==> config.mk <==
export PLATFORM = sky130hd
export DESIGN_NAME = fp_mul_normalize_round
export DESIGN_NICKNAME = d
export VERILOG_FILES = /design/src/rtl/fp_mul_pkg.sv /design/src/rtl/fp_round_rne.sv /design/src/rtl/fp_mul_normalize_round.sv
export SDC_FILE = /design/constraint.sdc
export NUM_CORES = 1
export LEC_CHECK = 0
export ABC_AREA = 1
export CAP_MARGIN = 20
export CORE_ASPECT_RATIO = 0.9
export CORE_MARGIN = 2
export CORE_UTILIZATION = 45
export CTS_CLUSTER_DIAMETER = 100
export CTS_CLUSTER_SIZE = 28
export DETAILED_ROUTE_END_ITERATION = 16
export PLACE_DENSITY = 0.77
export SYNTH_ARGS = -nofsm -noshare
export SYNTH_HDL_FRONTEND = slang
export SYNTH_HIERARCHICAL = 1
export SYNTH_SLANG_ARGS = --single-unit
==> constraint.sdc <==
create_clock -name clk -period 5.65 [get_ports clk]
set_input_delay 0.565 -clock clk [delete_from_list [all_inputs] [get_ports clk]]
set_output_delay 0.565 -clock clk [all_outputs]
set_load 0.01 [all_outputs]
==> src/rtl/fp_mul_pkg.sv <==
// Shared constants and stage-1 payload for the fp multiplier post-multiply stage.
package fp_mul_pkg;
  localparam int EXP_W    = 8;
  localparam int FRAC_W   = 23;
  localparam int MANT_W   = 24;
  localparam int PROD_W   = 48;
  localparam int EXPSUM_W = 10;
  localparam int BIAS     = 127;
  localparam logic [7:0] EXP_INF = 8'hFF;

  // Internal exponent carries two spare bits so that the normalize and
  // rounding increments can never wrap, whatever the 10-bit input holds.
  localparam int EXPI_W = EXPSUM_W + 2;
  localparam logic signed [EXPI_W-1:0] EXP_MAX  = 255;
  localparam logic signed [EXPI_W-1:0] EXP_ZERO = 0;

  typedef struct packed {
    logic                     sign;
    logic                     zero;
    logic signed [EXPI_W-1:0] exp;
    logic [MANT_W-1:0]        sig;
    logic                     guard;
    logic                     sticky;
  } s1_t;
endpackage

==> src/rtl/fp_round_rne.sv <==
// Round-to-nearest-even on a normalized 24-bit significand.
module fp_round_rne
  import fp_mul_pkg::*;
(
  input  logic [MANT_W-1:0]        sig,
  input  logic                     guard,
  input  logic                     sticky,
  input  logic signed [EXPI_W-1:0] exp_in,
  output logic [FRAC_W-1:0]        frac,
  output logic signed [EXPI_W-1:0] exp_out
);
  logic [MANT_W:0] sig_r;
  logic            rnd_up;
  logic            unused_hidden;

  // Increment on guard when above half or on a tie with an odd lsb; a carry
  // out of the significand renormalizes to 1.0 with the next exponent.
  always_comb begin
    rnd_up        = guard & (sticky | sig[0]);
    sig_r         = {1'b0, sig} + {{MANT_W{1'b0}}, rnd_up};
    frac          = sig_r[MANT_W] ? '0 : sig_r[FRAC_W-1:0];
    exp_out       = exp_in + EXPI_W'(sig_r[MANT_W]);
    unused_hidden = sig_r[FRAC_W];
  end
endmodule

==> src/rtl/fp_mul_normalize_round.sv <==
// Post-multiply stage: normalize (stage 1), round and pack binary32 (stage 2).
module fp_mul_normalize_round #(
  parameter int EXP_W  = 8,
  parameter int FRAC_W = 23
) (
  input  logic                            clk,
  input  logic                            rst,
  input  logic                            in_valid,
  output logic                            in_ready,
  input  logic                            in_sign,
  input  logic [fp_mul_pkg::EXPSUM_W-1:0] in_exp,
  input  logic [fp_mul_pkg::PROD_W-1:0]   in_mant,
  input  logic                            in_zero,
  output logic                            out_valid,
  input  logic                            out_ready,
  output logic [EXP_W+FRAC_W:0]           product,
  output logic                            overflow,
  output logic                            underflow,
  output logic                            inexact
);
  import fp_mul_pkg::*;

  logic adv, s1_fire;
  s1_t  s1_n, s1_d, s1_q;
  logic s1_valid_d, s1_valid_q, s2_valid_d, s2_valid_q;
  logic [EXP_W+FRAC_W:0] res_prod, product_d, product_q;
  logic res_ovf, res_unf, res_inx;
  logic ovf_d, ovf_q, unf_d, unf_q, inx_d, inx_q;
  logic [fp_mul_pkg::FRAC_W-1:0] rnd_frac;
  logic signed [EXPI_W-1:0]      rnd_exp;

  // Handshake: stage 1 moves forward whenever the output slot frees up.
  always_comb begin
    adv      = !s2_valid_q || out_ready;
    in_ready = !s1_valid_q || adv;
    s1_fire  = in_valid && in_ready;
  end

  // Normalize: product lies in [1,4); bit 47 selects the shift and bumps exp.
  always_comb begin
    s1_n      = '0;
    s1_n.sign = in_sign;
    s1_n.zero = in_zero;
    if (in_mant[PROD_W-1]) begin
      s1_n.sig    = in_mant[PROD_W-1 -: MANT_W];
      s1_n.guard  = in_mant[PROD_W-MANT_W-1];
      s1_n.sticky = |in_mant[PROD_W-MANT_W-2:0];
    end else begin
      s1_n.sig    = in_mant[PROD_W-2 -: MANT_W];
      s1_n.guard  = in_mant[PROD_W-MANT_W-2];
      s1_n.sticky = |in_mant[PROD_W-MANT_W-3:0];
    end
    s1_n.exp = {{(EXPI_W-EXPSUM_W){in_exp[EXPSUM_W-1]}}, in_exp}
             + EXPI_W'(in_mant[PROD_W-1]);
  end

  fp_round_rne u_rnd (
    .sig    (s1_q.sig),
    .guard  (s1_q.guard),
    .sticky (s1_q.sticky),
    .exp_in (s1_q.exp),
    .frac   (rnd_frac),
    .exp_out(rnd_exp)
  );

  // Result select; the range checks see the exponent after the rounding carry.
  always_comb begin
    res_prod = '0;
    res_ovf  = 1'b0;
    res_unf  = 1'b0;
    res_inx  = 1'b0;
    if (s1_q.zero) begin
      res_prod = {s1_q.sign, {(EXP_W+FRAC_W){1'b0}}};
    end else if (rnd_exp >= EXP_MAX) begin
      res_prod = {s1_q.sign, EXP_INF, {FRAC_W{1'b0}}};
      res_ovf  = 1'b1;
      res_inx  = 1'b1;
    end else if (rnd_exp <= EXP_ZERO) begin
      res_prod = {s1_q.sign, {(EXP_W+FRAC_W){1'b0}}};
      res_unf  = 1'b1;
      res_inx  = 1'b1;
    end else begin
      res_prod = {s1_q.sign, rnd_exp[EXP_W-1:0], rnd_frac};
      res_inx  = s1_q.guard | s1_q.sticky;
    end
  end

  // Next state: each stage loads when its consumer frees it, else holds.
  always_comb begin
    s1_valid_d = in_ready ? in_valid : s1_valid_q;
    s1_d       = s1_fire ? s1_n : s1_q;
    s2_valid_d = adv ? s1_valid_q : s2_valid_q;
    product_d  = product_q;
    ovf_d      = ovf_q;
    unf_d      = unf_q;
    inx_d      = inx_q;
    if (adv && s1_valid_q) begin
      product_d = res_prod;
      ovf_d     = res_ovf;
      unf_d     = res_unf;
      inx_d     = res_inx;
    end
  end

  // Pipeline registers with synchronous reset.
  always_ff @(posedge clk) begin
    if (rst) begin
      s1_valid_q <= 1'b0;
      s2_valid_q <= 1'b0;
      s1_q       <= '0;
      product_q  <= '0;
      ovf_q      <= 1'b0;
      unf_q      <= 1'b0;
      inx_q      <= 1'b0;
    end else begin
      s1_valid_q <= s1_valid_d;
      s2_valid_q <= s2_valid_d;
      s1_q       <= s1_d;
      product_q  <= product_d;
      ovf_q      <= ovf_d;
      unf_q      <= unf_d;
      inx_q      <= inx_d;
    end
  end

  assign out_valid = s2_valid_q;
  assign product   = product_q;
  assign overflow  = ovf_q;
  assign underflow = unf_q;
  assign inexact   = inx_q;
endmodule

==> flow_summary.ini <==
[status]
result_of_the_run = finished clean

[yosys]
synth_async_sr_flop_share_pct = 0
synthFlopType = dfxtp_1
yosys.cell_types.count = 37
post-synth-top-count-cell = nand2_1
synth_sequential_area_ratio_pct = 34.3
netlist.top_cell.by_area = dfxtp_1
synth_warnings = 6
synth_common_cells = 174 x nand2_1, 105 x nor2_1, 76 x dfxtp_1
post-synth-top-area-fraction_pct = 34.3
mappedNetlistNets = 753
ys_ff_latch = 76
postSynthCellCount = 683
synth.avg_cell_area_um2 = 6.50
synth_top_cells_by_area = dfxtp_1 34%, nand2_1 15%, nor2_1 8.9%
synth-edff-count = 0
syn-cell-area_mm2 = 0.00444

[layout]
drive_gt1_share_pct = 4.68
syn_to_layout_area_delta_pct = 28.0
n_antenna_cell = 0
nets = 834

[power]
share_comb_of_total_power_pct = 17.6
share_clk_of_total_power_pct = 35.7
cellInternalPower_w = 0.000932
power_density_mw_per_mm2 = 226
sw_frac_of_total_pct = 27.3
cellLeakagePower_nw = 2.25
power.net_switching_w = 0.000351
vdd_drop_max_v = 0.000141
seq_power_share_pct = 46.7

[routing]
detail_route.wirelength_um = 11500
drt_drc_violations_left = 0
route.vias.total = 4587
vias_per_cell = 5.13
antenna_violating_nets_post_route = 0
drt-pass1-iter-count = 5
first_iter_violations = 263
avgRoutedWirePerCell_um = 12.8

[setup_path]
worst-r2r-setup-slack_ns = 1.53
worst_ep_arrival_time_ns = 4.36
critPathLaunchType = flip-flop
critPathRequiredTime_ns = 5.89
timing.critical_path.to_type = flip-flop
timing.critical_path.fanout_max = 29
path_class = flip-flop to flip-flop

[sta]
worst_hold_check_slack_ns = 0.464
setup_viol = 0
final_max_slew_viol_count = 0
final.setup.worst_slack_ns = 1.53
post-route-min-period_ns = 4.12
max_slew_margin_pct = 35.7
max_slew.worst_pin.slew_ns = 0.963
layout_skew_ns = 0.0144
grt_setup_unrepaired = no
fmax_mhz = 243
report.final.hold_viol_count = 0
fin_setup_tns_ns = 0
post_route_fraction_of_the_period_consumed_by_the_critical_path_pct = 72.9

[placement]
finalWeightedCongestion = 0.947
port-buffer-count = 100
place.detailed.hpwl_um = 8620
dp_slack_ns = 1.63

[cts]
post_cts_resize_count = 0
clock_tree.buffer_depth = 2
clock-root-buffer = clkbuf_8
cts_sinks = 76
post_cts_buffers = 0
numCtsBuffers = 9
cts-hold-fix-buffers = 0
tritoncts_clock_tree = done
cts_max_level = 3
clock_transition_time_at_the_flip_flop_clock_pins_of_the_worst_setup_and_hold_paths_ns = 0.08
insertion_delay_ns = 0.35

[grt]
grt_pass1_wl_um = 19500
antenna_found_initial = 0
grt_usage_pct = 22.3
grt_remaining_overflow = 0
grt_pass1_vias = 4153
grt_start_max_net_pins = 72

[floorplanning]
floorplan.initialDensity_pct = 46.2
die_height_um = 98.2
io_pins = 101
fp.coreArea_mm2 = 0.00961
die_area_mm2 = 0.0107
die-width_um = 109
num_rows = 34

[hold_path]
hold_class = flip-flop to flip-flop

[run]
max_cap_violations = 0
## state kept, by name (all words and copies together) (netlist names)
register	cells
s1_q	39
product	32
inexact	1
out_valid	1
overflow	1
s1_valid_q	1
underflow	1
## placed cells by master, fill, tap and decap left out, types with 3 or more instances in the layout
cell | synthesis | final
a21oi_1 | 49 | 49
a31oi_1 | 24 | 24
clkbuf_8 | 0 | 10
clkdlybuf4s50_1 | 0 | 100
dfxtp_1 | 76 | 76
ha_1 | 6 | 6
inv_1 | 69 | 69
inv_2 | 3 | 3
nand2_1 | 174 | 174
nand2_2 | 4 | 4
nand3_1 | 20 | 20
nand3b_1 | 3 | 3
nand4_1 | 33 | 33
nor2_1 | 105 | 105
nor2_4 | 3 | 3
nor3_1 | 3 | 3
nor4_1 | 3 | 3
o21ai_0 | 35 | 35
xnor2_1 | 10 | 10
xor2_1 | 14 | 14
## metrics by stage
step | area [um2] | util (%) | std cells | power, W
6_report | 5680 | 59.1 | 895 | 0.00128
5_1_grt | 5680 | 59.1 | 895 | 0.00134
2_1_floorplan | 4440 | - | 683 | 0.000738
3_5_place_dp | 5440 | 56.5 | 878 | 0.000832
4_1_cts | 5650 | 58.8 | 894 | 0.00129
3_3_place_gp | 5440 | 56.5 | 878 | 0.000826
## per-layer routing
| layer | global-route usage, % | vias to the layer above | part of all wire (%) |
|---|---|---|---|
| met3 | 3.81 | 8 | 5.1 |
| met1 | 32.0 | 2067 | 50 |
| met2 | 34.9 | 136 | 45 |
| li1 | - | 2376 | - |
| met5 | 0 | - | 0 |
| met4 | 4.93 | 0 | 0.54 |
## cells by family (layout without fill, tap and decap cells)
family,after synthesis,after routing,share of synthesized area (%)
buffers and inverters,107,193,10.4
AND/OR/NAND/NOR,356,356,35.1
flip-flops,76,76,34.3
AO/OA/AOI/OAI,114,114,13.8
adder cells (fa/ha/maj),6,6,1.69
XOR/XNOR,24,24,4.74
## power groups by stage
stage	Clock (W)	Combinational, W	Sequential (W)
6_report	0.000458	0.000226	0.000599
3_5_place_dp	0	0.000221	0.000610
5_1_grt	0.000487	0.000254	0.000604
3_3_place_gp	0	0.000217	0.000609
4_1_cts	0.000467	0.000222	0.000598
2_1_floorplan	0	0.000134	0.000604
## worst max-delay path: stages, from the launching register on
cell      delay, ns
dfxtp_1        0.36
o21a_1         0.14
ha_1           0.17
ha_1           0.24
nand2_1        0.09
nor2_2         0.13
nand2_2        0.10
nor2_4         0.17
nand3_4        0.14
clkinv_4       0.11
ha_1           0.17
ha_1           0.18
nand3_1        0.12
nor2_1         0.20
nand2_1        0.09
nor2_1         0.18
nand3b_1       0.12
nand2_1        0.08
inv_1          0.03
nand2_1        0.09
nor2_4         0.05
nand2_1        0.64
nand2_1        0.10
nand2_1        0.12
nand3_1        0.07
nand2_1        0.06
inv_1          0.06
## area by class of cell
class / count / area [um2]
Clock inverter: 4 / 72.6
Inverter: 74 / 285
Multi-Input combinational cell: 500 / 2450
Sequential cell: 76 / 1520
Fill cell: 967 / 3930
Tap cell: 126 / 158
Clock buffer: 12 / 145
Timing Repair Buffer: 103 / 1040
## path summary, 6_finish.rpt
| kind | start | endpoint | cells after the start |
|---|---|---|---|
| setup reg to reg | s1_q[0] | inexact | 26 |
| hold reg to reg | product[15] | product[15] | 2 |
| setup / recovery | s1_q[0] | inexact | 26 |
| hold / removal | product[15] | product[15] | 2 |
Note: power is estimated with default switching activity, not from simulation.
